**config.mk**
```make
export PLATFORM = sky130hd
export DESIGN_NAME = tone_gen
export DESIGN_NICKNAME = d
export VERILOG_FILES = /design/src/rtl/tone_gen.sv
export SDC_FILE = /design/constraint.sdc
export NUM_CORES = 1
export LEC_CHECK = 0
export CORE_MARGIN = 2
export CORE_UTILIZATION = 40
export CTS_CLUSTER_SIZE = 8
export DETAILED_ROUTE_END_ITERATION = 16
export GPL_TIMING_DRIVEN = 0
export HOLD_SLACK_MARGIN = 0.03
export RECOVER_POWER = 50
export SYNTH_ARGS = -nofsm -noshare
export SYNTH_HDL_FRONTEND = slang
export SYNTH_SLANG_ARGS = --single-unit
```
**constraint.sdc**
```tcl
create_clock -name CLK -period 8.2 [get_ports CLK]
set_clock_uncertainty 0.1 [all_clocks]
set_input_delay 0.82 -clock CLK [delete_from_list [all_inputs] [get_ports CLK]]
set_output_delay 0.82 -clock CLK [all_outputs]
set_load 0.02 [all_outputs]
```
**src/rtl/tone_gen.sv**
```systemverilog
// Square-wave tone generator: plays note codes 1-8 (C4..C5) on the speaker pin.
// Note changes only take effect at full-period boundaries; mute and RESET cut immediately.
module tone_gen #(
  parameter int unsigned OCTAVE_SHIFT = 0
) (
  input  logic       CLK,
  input  logic       RESET,
  input  logic [3:0] note,
  input  logic       mute,
  output logic       speaker,
  output logic       active,
  output logic [3:0] cur_note
);

  typedef enum logic {
    IDLE,
    TONE
  } state_t;

  state_t      state, state_n;
  logic [3:0]  note_q;
  logic [17:0] half_q, half_n;
  logic [17:0] cnt, cnt_n;
  logic        speaker_n, active_n;
  logic [3:0]  cur_note_n;
  logic        note_ok;
  logic [17:0] note_half;
  logic        half_end;

  function automatic logic [17:0] half_lookup(input logic [3:0] code);
    logic [17:0] base;
    case (code)
      4'd1:    base = 18'd191110;
      4'd2:    base = 18'd170265;
      4'd3:    base = 18'd151685;
      4'd4:    base = 18'd143172;
      4'd5:    base = 18'd127551;
      4'd6:    base = 18'd113636;
      4'd7:    base = 18'd101239;
      4'd8:    base = 18'd95557;
      default: base = '0;
    endcase
    return base >> OCTAVE_SHIFT;
  endfunction

  assign note_ok   = (note_q != 4'd0) && (note_q <= 4'd8);
  assign note_half = half_lookup(note_q);
  assign half_end  = (cnt == 18'(half_q - 18'd1));

  always_ff @(posedge CLK or posedge RESET) begin
    if (RESET) begin
      state    <= IDLE;
      note_q   <= '0;
      half_q   <= '0;
      cnt      <= '0;
      speaker  <= 1'b0;
      active   <= 1'b0;
      cur_note <= '0;
    end else begin
      state    <= state_n;
      note_q   <= note;
      half_q   <= half_n;
      cnt      <= cnt_n;
      speaker  <= speaker_n;
      active   <= active_n;
      cur_note <= cur_note_n;
    end
  end

  always_comb begin
    state_n    = state;
    half_n     = half_q;
    cnt_n      = cnt;
    speaker_n  = speaker;
    active_n   = active;
    cur_note_n = cur_note;

    if (mute) begin
      state_n    = IDLE;
      cnt_n      = '0;
      speaker_n  = 1'b0;
      active_n   = 1'b0;
      cur_note_n = '0;
    end else begin
      case (state)
        IDLE: begin
          cnt_n      = '0;
          speaker_n  = 1'b0;
          active_n   = 1'b0;
          cur_note_n = '0;
          if (note_ok) begin
            state_n    = TONE;
            half_n     = note_half;
            cur_note_n = note_q;
            speaker_n  = 1'b1;
            active_n   = 1'b1;
          end
        end
        TONE: begin
          if (!half_end) begin
            cnt_n = cnt + 18'd1;
          end else begin
            cnt_n = '0;
            if (speaker) begin
              speaker_n = 1'b0;
            end else if (note_q == cur_note) begin
              speaker_n = 1'b1;
            end else if (note_ok) begin
              half_n     = note_half;
              cur_note_n = note_q;
              speaker_n  = 1'b1;
            end else begin
              // End of a low half with no valid note: rest, never a partial period
              state_n    = IDLE;
              speaker_n  = 1'b0;
              active_n   = 1'b0;
              cur_note_n = '0;
            end
          end
        end
      endcase
    end
  end

endmodule

```
==> results.json, run 1 <==
{
  "status": "finished, violations left",
  "violations": "max-capacitance violations, max-slew violations",
  "cts-root-buf": "clkbuf_8",
  "drt-total-wl_um": 6520,
  "antenna_cells": 0,
  "port_buffers": 12,
  "r2r_start": "half_q[2]",
  "grt_pass1_wl_um": 10800,
  "min-delay-start": "cnt[0]",
  "finalHoldViolations": 0,
  "wl_per_cell_um": 14.8,
  "rows": 31,
  "async_flop_share_pct": 100,
  "clkSlewWorstSetupHoldPaths_ps": 90,
  "die_x_um": 90.4,
  "place_congestion": 0.827,
  "ff2ff_path_depth": 10,
  "required_ps": 8280,
  "synth.distinct_cells": 52,
  "dr.pass1.iters": 5,
  "hpwlAfterDp_um": 4840,
  "ios": 13,
  "drc": 0,
  "coreArea_um2": 7250,
  "clock.fmax_mhz": 267,
  "ys_warn_count": 0,
  "synth_top_cells_by_count": "47 x dfrtp_1, 46 x nor2_1, 24 x xnor2_1, 20 x nand2_1, 20 x xor2_1",
  "syn-cell-area_um2": 2990,
  "setup.worst_path.class": "flop to flop",
  "cts_tree": "yes",
  "ys.flop_type": "dfrtp_1",
  "vias": 2271,
  "critPathMaxFanout": 10,
  "rsz0062_at_grt": "no",
  "postCtsSetupBuffers": 0,
  "yosys.area.top_type": "dfrtp_1",
  "reg2reg_to": "cnt[9]",
  "drtIter0Drc": 101,
  "postCtsHoldBufs": 0,
  "synth.most_common_cell": "dfrtp_1",
  "slew_headroom_pct": -16.9,
  "worstPathArrival_ps": 3820,
  "reg2reg_setup_slack_ps": 4460,
  "syn_avg_cell_area_um2": 9.28,
  "min_to": "cnt[0]",
  "initial_utilization_pct": 41.2,
  "maxCapViolCount": 1,
  "critical_path.slowest_cell": "nor4_1",
  "cts_htree_levels": 2,
  "tightest_slew_ps": 1750,
  "grt_pass1_vias": 2156,
  "viasPerCell": 5.15,
  "worstSetupEndpointType": "flop",
  "post-route-period-util_pct": 45.6,
  "grt_start_max_net_pins": 33,
  "slew_viol_final": 33,
  "setup_slack_ps": 4460,
  "die_h_um": 90.4,
  "place_area_um2": 3250,
  "cts.sinks": 47,
  "cts_buffer_depth": 2,
  "worstHoldPathCells": 1,
  "cts_resized": 0,
  "cts_buffers": 5,
  "cp-startpoint": "half_q[2]",
  "startpoint_type": "flop",
  "leakagePower_nw": 1.36,
  "syn_nets": 334,
  "synth_seq_cells": 47,
  "min_period_ps": 3740,
  "postRouteAntennaNets": 0,
  "synthTopCellsByArea": "dfrtp_1 39%, xnor2_1 7.0%, xor2_1 5.9%, nor2_1 5.8%, mux2i_1 3.3%",
  "syn2layout_area_growth_pct": 11.7,
  "post-place-ws_ps": 4430,
  "dieArea_um2": 8180,
  "track_usage_pct": 16.4,
  "stdcell_area_um2": 3340,
  "holdWs_ps": 441,
  "netlist_instances": 322,
  "synth-seq-area-share_pct": 39.3,
  "antenna_found_initial": 0,
  "nets": 354,
  "min_path_type": "flop to flop",
  "critical_path.max_stage_delay_ps": 840,
  "setup_viol": 0,
  "synth_top_area_share_pct": 39.3,
  "p_per_area_nw_per_um2": 185,
  "ir_worst_vdd_v": 0.0000793,
  "globalRoute.totalOverflow": 0,
  "crit_chain": "buf_6 > nor4_4 > nand3_1 > mux2_2 > a311oi_1 > nor4_1 > nand2_1 > nand3b_1 > buf_2 > nor2_1",
  "synth_edf_count": 0,
  "layout-drive-gt1-share_pct": 8.48,
  "setup_tns_ps": 0,
  "insertion_delay_ps": 300
}
-- worst max-delay path: cells and delay by family (launching register included) --
family | cells | cell delay, ps
AOI/OAI and AO/OA | 1 | 100
buffers and inverters | 2 | 460
DFF | 1 | 380
muxes | 1 | 270
and+or+nand+nor | 6 | 2320
-- logic make-up (layout without fill, tap and decap cells) --
kind of cell	after synthesis	in the layout	share of synthesized area (%)
muxes	20	20	7.49
xor gates and xnor gates	44	44	12.9
buffers and inverters	36	56	5.06
adders and majority gates	5	5	2.09
DFF	47	47	39.3
and+or+nand+nor	121	121	20.7
AOI/OAI and AO/OA	49	49	12.4
-- per-layer routing --
layer  share of wire [%]  wire length [um]  track usage (%)  vias up
li1                    -                 -                -     1148
met1                  50              3280             23.1     1080
met2                  46              3010             26.4       38
met3                 2.6               172             3.01        5
met4                0.94                61             3.85        0
met5                   0                 0                0        -
-- state kept, by name (all words and copies together) (netlist names) --
register and flops:
half_q 18, speaker 1, cnt 18, note_q 4, state 1, active 1, cur_note 4
-- placed cells by master, fill, tap and decap left out, drive strengths merged, types with 3 or more instances in the layout --
cell | synthesis | routed
nor2 | 46 | 46
a21oi | 10 | 10
nor4 | 4 | 4
xnor2 | 24 | 24
nand3b | 6 | 6
o2bb2ai | 3 | 3
and3 | 5 | 5
o21ai | 10 | 10
nor2b | 4 | 4
a211oi | 4 | 4
xor2 | 20 | 20
ha | 5 | 5
mux2i | 10 | 10
dlygate4sd3 | 0 | 5
nand2 | 20 | 20
inv | 18 | 18
clkbuf | 13 | 20
nand3 | 11 | 11
buf | 5 | 5
dfrtp | 47 | 47
nor3 | 11 | 11
clkdlybuf4s50 | 0 | 7
a2bb2oi | 3 | 3
nand4 | 5 | 5
mux2 | 10 | 10
-- worst max path at each step --
stage | endpoint | slack, ps | cells past startpoint
final | cnt[9] | 4460 | 10
after global routing | cnt[10] | 4170 | 10
after CTS | cnt[9] | 4400 | 10
after detailed placement | cnt[15] | 4430 | 10
after global placement | cnt[16] | 4430 | 10
after floorplan | half_q[14] | 5050 | 10
-- layout make-up --
| class | instances | area (um^2) |
|---|---|---|
| inverter | 18 | 67.6 |
| multi-input combinational | 239 | 1660 |
| fill | 720 | 3910 |
| timing repair buffer | 13 | 124 |
| clock inverter | 1 | 30.0 |
| sequential | 47 | 1180 |
| tap | 99 | 124 |
| clock buffer | 6 | 72.6 |
| buffer | 18 | 83.8 |
-- power by group --
part           leakage, nW  internal (mW)  switching (mW)
Clock               0.0513         0.0895          0.0782
Combinational        0.699         0.0761          0.0924
Sequential           0.613          0.253          0.0272
Total                 1.36          0.419           0.198
-- per-stage QoR --
step           std cells  total power, mW  util, %
6_report             441            0.617     46.0
2_1_floorplan        322            0.412        -
4_1_cts              441            0.624     46.3
5_1_grt              441            0.655     46.0
3_3_place_gp         433            0.452     44.6
3_5_place_dp         434            0.454     44.9
No activity file was read; power rests on OpenSTA's default activity.
==> inputs of run 2 (changes only) <==
Clock period 8.2 ns to 3.7 ns, I/O delays scaled along.
==> results.json, run 2 (synthesis gave the netlist of run 1 again) <==
{
  "status": "finished, violations left",
  "violations": "max-capacitance violations, max-slew violations",
  "tightest_slew_ps": 1740,
  "cts.sinks": 47,
  "power_frac_comb_pct": 27.8,
  "die_x_um": 90.4,
  "worstPathArrival_ps": 3600,
  "reg_top3": "cnt x18, half_q x18",
  "syn2layout_area_growth_pct": 13.2,
  "drtIter0Drc": 85,
  "p_seq_share_pct": 45.3,
  "required_ps": 3790,
  "hpwlAfterDp_um": 4840,
  "ios": 13,
  "post-route-period-util_pct": 94.8,
  "cts_tree": "yes",
  "drc": 0,
  "ff2ff_path_depth": 12,
  "cts_htree_levels": 2,
  "finalHoldViolations": 0,
  "insertion_delay_ps": 300,
  "clock.fmax_mhz": 285,
  "min_period_ps": 3510,
  "postCtsHoldBufs": 0,
  "grt_pass1_wl_um": 10800,
  "startpoint_type": "flop",
  "pwr-share-clk_pct": 26.9,
  "dieArea_um2": 8180,
  "min-delay-start": "half_q[17]",
  "wl_per_cell_um": 14.8,
  "grt_start_max_net_pins": 33,
  "rows": 31,
  "cts_buffer_depth": 2,
  "place_congestion": 0.827,
  "vias": 2307,
  "worstHoldPathCells": 1,
  "antenna_cells": 0,
  "slew_viol_final": 33,
  "reg2reg_setup_slack_ps": 190,
  "cts_buffers": 5,
  "die_h_um": 90.4,
  "grt_pass1_vias": 2159,
  "coreArea_um2": 7250,
  "reg2reg_to": "half_q[14]",
  "min_to": "half_q[17]",
  "layout_common_cells": "47 x dfrtp_1, 46 x nor2_1, 24 x xnor2_1",
  "nets": 359,
  "layout_commonest_cell": "dfrtp_1",
  "postRouteAntennaNets": 0,
  "cts-root-buf": "clkbuf_8",
  "initial_utilization_pct": 41.2,
  "final_util_pct": 46.7,
  "antenna_found_initial": 0,
  "leakagePower_nw": 1.39,
  "clkSlewWorstSetupHoldPaths_ps": 90,
  "dr.pass1.iters": 4,
  "setup_tns_ps": 0,
  "p_sw_mw": 0.442,
  "critPathMaxFanout": 10,
  "layout-drive-gt1-share_pct": 10.1,
  "maxCapViolCount": 1,
  "port_buffers": 12,
  "worstSetupEndpointType": "flop",
  "slew_headroom_pct": -16.1,
  "track_usage_pct": 16.4,
  "p_per_area_nw_per_um2": 406,
  "rsz0062_at_grt": "no",
  "viasPerCell": 5.17,
  "min_path_type": "flop to flop",
  "drt-total-wl_um": 6600,
  "intPower_mw": 0.932,
  "r2r_start": "half_q[0]",
  "globalRoute.totalOverflow": 0,
  "setup_viol": 0,
  "p_sw_share_pct": 32.2,
  "setup.worst_path.class": "flop to flop",
  "ir_worst_vdd_v": 0.000185
}
==> run 2: cell types whose count changed in the layout (fill, tap and decap cells not counted) <==
cell / previous run / this run
a2111oi_0: 2 / 1
nor4_2: 0 / 1
a2111oi_1: 0 / 1
nor4_1: 2 / 1
buf_4: 0 / 5
==> run 2: timing repair <==
action | in CTS | in global routing
pin swaps | 0 | 2
resized for setup | 1 | 1
buffers inserted | 0 | 5
setup endpoints to repair | 12 | 12
==> run 2: worst max-delay path by stage <==
| stage | start | to | slack, ps | cells after the start |
|---|---|---|---|---|
| CTS | half_q[0] | cnt[9] | 80 | 11 |
| finish | half_q[0] | half_q[14] | 190 | 12 |
| global route | half_q[2] | half_q[14] | 9 | 10 |
| floorplan | half_q[2] | half_q[14] | 550 | 10 |
| global placement | half_q[2] | cnt[16] | -70 | 10 |
| detailed placement | half_q[2] | cnt[15] | -70 | 10 |
==> run 2: layout make-up <==
cell class,count,area (um^2)
repair buffers,18,161
inverters,18,67.6
clock inverters,1,30.0
fillers,719,3870
clock buffers,6,72.6
plain buffers,18,83.8
well taps,99,124
multi-input cells,239,1670
flip-flops and latches,47,1180
==> run 2: power groups by stage <==
| stage | clock (mW) | combinational, mW | sequential (mW) |
|---|---|---|---|
| global placement | 0 | 0.370 | 0.631 |
| global route | 0.408 | 0.423 | 0.630 |
| floorplan | 0 | 0.292 | 0.621 |
| detailed placement | 0 | 0.374 | 0.632 |
| finish | 0.370 | 0.382 | 0.622 |
| CTS | 0.383 | 0.382 | 0.622 |
==> run 2: per-stage QoR <==
stage | power, mW | worst slack, ps | cell area [um^2] | instances | hold WS, ps
global placement | 1.00 | -65.7 | 3230 | 433 | 413
detailed placement | 1.01 | -66.5 | 3250 | 434 | 425
floorplan | 0.912 | 547 | 2990 | 322 | 301
global route | 1.46 | 9.19 | 3380 | 446 | 467
finish | 1.37 | 191 | 3380 | 446 | 440
CTS | 1.39 | 85.0 | 3360 | 441 | 266
==> run 2: layer usage <==
| layer | routed length, um | global-route usage [%] | part of all wire [%] | vias up |
|---|---|---|---|---|
| met5 | 0 | 0 | 0 | - |
| met4 | 65 | 3.85 | 0.99 | 0 |
| met3 | 174 | 3.01 | 2.6 | 5 |
| met2 | 3070 | 26.4 | 47 | 28 |
| met1 | 3290 | 23.1 | 50 | 1118 |
| li1 | - | - | - | 1156 |
==> run 2: worst max-delay path, cell delays in order (launching register included) <==
cell and delay (ps):
dfrtp_1 430, inv_1 100, ha_1 320, nand2_1 80, o31a_1 240, a2111oi_1 440
o2111ai_1 290, nor4_4 300, buf_4 180, nand3_2 140, a21oi_4 280, buf_6 190
mux2_4 300
==> inputs of run 3 (changes only) <==
Settings changed: ABC_AREA set to 1.
==> results.json, run 3 <==
{
  "slew_headroom_pct": 0.155,
  "dr.pass1.iters": 4,
  "ios": 13,
  "synth-seq-area-share_pct": 38.3,
  "clkSlewWorstSetupHoldPaths_ps": 90,
  "postRouteAntennaNets": 0,
  "ys_warn_count": 0,
  "syn_avg_cell_area_um2": 6.93,
  "worst-path-buf-inv": 5,
  "violations": "max-capacitance violations",
  "die_x_um": 91.6,
  "layout-drive-gt1-share_pct": 6.47,
  "worstPathArrival_ps": 3010,
  "die_h_um": 91.6,
  "drt-total-wl_um": 6810,
  "track_usage_pct": 17.2,
  "maxCapViolCount": 1,
  "antenna_found_initial": 0,
  "tightest_slew_ps": 1500,
  "async_flop_share_pct": 100,
  "yosys.area.top_type": "dfrtp_1",
  "syn-cell-area_um2": 3070,
  "nets": 475,
  "antenna_cells": 0,
  "globalRoute.totalOverflow": 0,
  "synth_top_cells_by_count": "132 x nand2_1, 68 x nor2_1, 49 x nand3_1, 47 x dfrtp_1, 47 x inv_1",
  "syn2layout_area_growth_pct": 11.8,
  "layout_common_cells": "132 x nand2_1, 68 x nor2_1, 49 x nand3_1",
  "n_fill_cell": 758,
  "cts_buffers": 5,
  "syn_nets": 455,
  "critical_path.max_stage_delay_ps": 430,
  "port_buffers": 12,
  "finalHoldViolations": 0,
  "cts-root-buf": "clkbuf_8",
  "r2r_start": "note_q[0]",
  "worstHoldPathCells": 1,
  "postCtsSetupBuffers": 0,
  "cp_top_family": "simple AND/OR/NAND/NOR gates",
  "synth.distinct_cells": 29,
  "setup_tns_ps": 0,
  "coreArea_um2": 7330,
  "insertion_delay_ps": 300,
  "synth_seq_cells": 47,
  "worstSetupEndpointType": "flop",
  "rsz0062_at_grt": "no",
  "netlist_instances": 443,
  "p_per_area_nw_per_um2": 425,
  "synth_top_area_share_pct": 38.3,
  "postCtsHoldBufs": 0,
  "grt_pass1_vias": 2511,
  "setup.worst_path.class": "flop to flop",
  "place_inst": 555,
  "required_ps": 3840,
  "vias": 2743,
  "min_period_ps": 2870,
  "critical_path.slowest_cell": "clkbuf_1",
  "ir_worst_vdd_v": 0.000222,
  "crit_chain": "clkbuf_1 > inv_1 > ha_1 > inv_1 > nor2_1 > inv_1 > nor2_1 > o21ai_0 > nor2_1 > clkbuf_1 > nand3_1 > nand2_1",
  "cts_htree_levels": 2,
  "multi_input_area_um2": 1660,
  "synth_edf_count": 0,
  "min_path_type": "flop to flop",
  "initial_utilization_pct": 41.9,
  "clock.fmax_mhz": 348,
  "status": "finished, violations left",
  "synth.most_common_cell": "nand2_1",
  "ys.flop_type": "dfrtp_1",
  "hpwlAfterDp_um": 5370,
  "cts.sinks": 47,
  "critPathMaxFanout": 10,
  "layout_commonest_cell": "nand2_1",
  "min_to": "cnt[0]",
  "cts_tree": "yes",
  "drtIter0Drc": 191,
  "post-route-period-util_pct": 77.7,
  "min-delay-start": "cnt[0]",
  "reg2reg_setup_slack_ps": 830,
  "grt_pass1_wl_um": 11800,
  "startpoint_type": "flop",
  "drc": 0,
  "setup_viol": 0,
  "leakagePower_nw": 1.70,
  "place_congestion": 0.876,
  "grt_start_max_net_pins": 29,
  "regArea_um2": 1180,
  "slew_viol_final": 0,
  "cts_resized": 0,
  "dieArea_um2": 8400,
  "viasPerCell": 4.87,
  "ff2ff_path_depth": 12,
  "reg2reg_to": "half_q[2]",
  "reg_top3": "cnt x18, half_q x18",
  "rows": 31,
  "cts_buffer_depth": 2,
  "synthTopCellsByArea": "dfrtp_1 38%, nand2_1 16%, nor2_1 8.3%, nand3_1 8.0%, inv_1 5.7%",
  "layoutNonFillerInstCount": 563,
  "wl_per_cell_um": 12.1
}
[run 3: cell families after synthesis]
logic type | Yosys count | synth area share, %
DFF | 47 | 38.3
and+or+nand+nor | 285 | 40.9
adders and majority gates | 5 | 2.04
buffers and inverters | 58 | 7.70
xor gates and xnor gates | 24 | 6.84
AOI/OAI and AO/OA | 24 | 4.28
[run 3: routing by layer]
layer	global-route usage [%]	wire length [um]	up-vias
met1	24.1	3300	1245
li1	-	-	1437
met5	0	0	-
met3	2.71	234	6
met4	3.66	61	0
met2	28.2	3220	55
[run 3: power breakdown]
group          internal, mW  leakage [nW]  switching (mW)
logic                 0.158          1.02           0.295
registers             0.557         0.624          0.0621
clock network         0.204        0.0548           0.185
[run 3: how the worst max path moves through the flow]
| stage | cells past startpoint | startpoint | endpoint | slack, ps |
|---|---|---|---|---|
| 6_report | 12 | note_q[0] | half_q[2] | 830 |
| 5_1_grt | 12 | note_q[0] | half_q[2] | 490 |
| 4_1_cts | 12 | note_q[0] | half_q[1] | 830 |
| 3_5_place_dp | 12 | note_q[0] | half_q[1] | 860 |
| 3_3_place_gp | 12 | note_q[0] | half_q[0] | 880 |
| 2_1_floorplan | 12 | note_q[0] | half_q[10] | 1400 |
[run 3: cell type report]
type	count	share of cell area (%)
Multi-Input combinational cell	338	48.3
Sequential cell	47	34.2
Inverter	49	5.36
Timing Repair Buffer	13	3.61
Tap cell	99	3.61
Clock buffer	5	2.00
Buffer	9	1.53
Clock inverter	3	1.35
[run 3: through the flow]
stage               hold slack [ps]  area [um^2]  total power [mW]  setup slack, ps  util (%)
finish                          397         3430              1.46              826      46.9
global route                    437         3430              1.58              492      46.9
CTS                             296         3450              1.48              827      47.1
detailed placement              381         3340              1.08              865      45.5
global placement                383         3320              1.08              882      45.2
floorplan                       301         3070             0.971             1400         -
[run 3: worst register-to-register path, delay by kind of cell, from the launching register on]
family / cells / cell delay, ps
AND/OR/NAND/NOR: 5 / 970
buffers and inverters: 5 / 930
flip-flops: 1 / 380
adder cells (fa/ha/maj): 1 / 250
AO/OA/AOI/OAI: 1 / 200
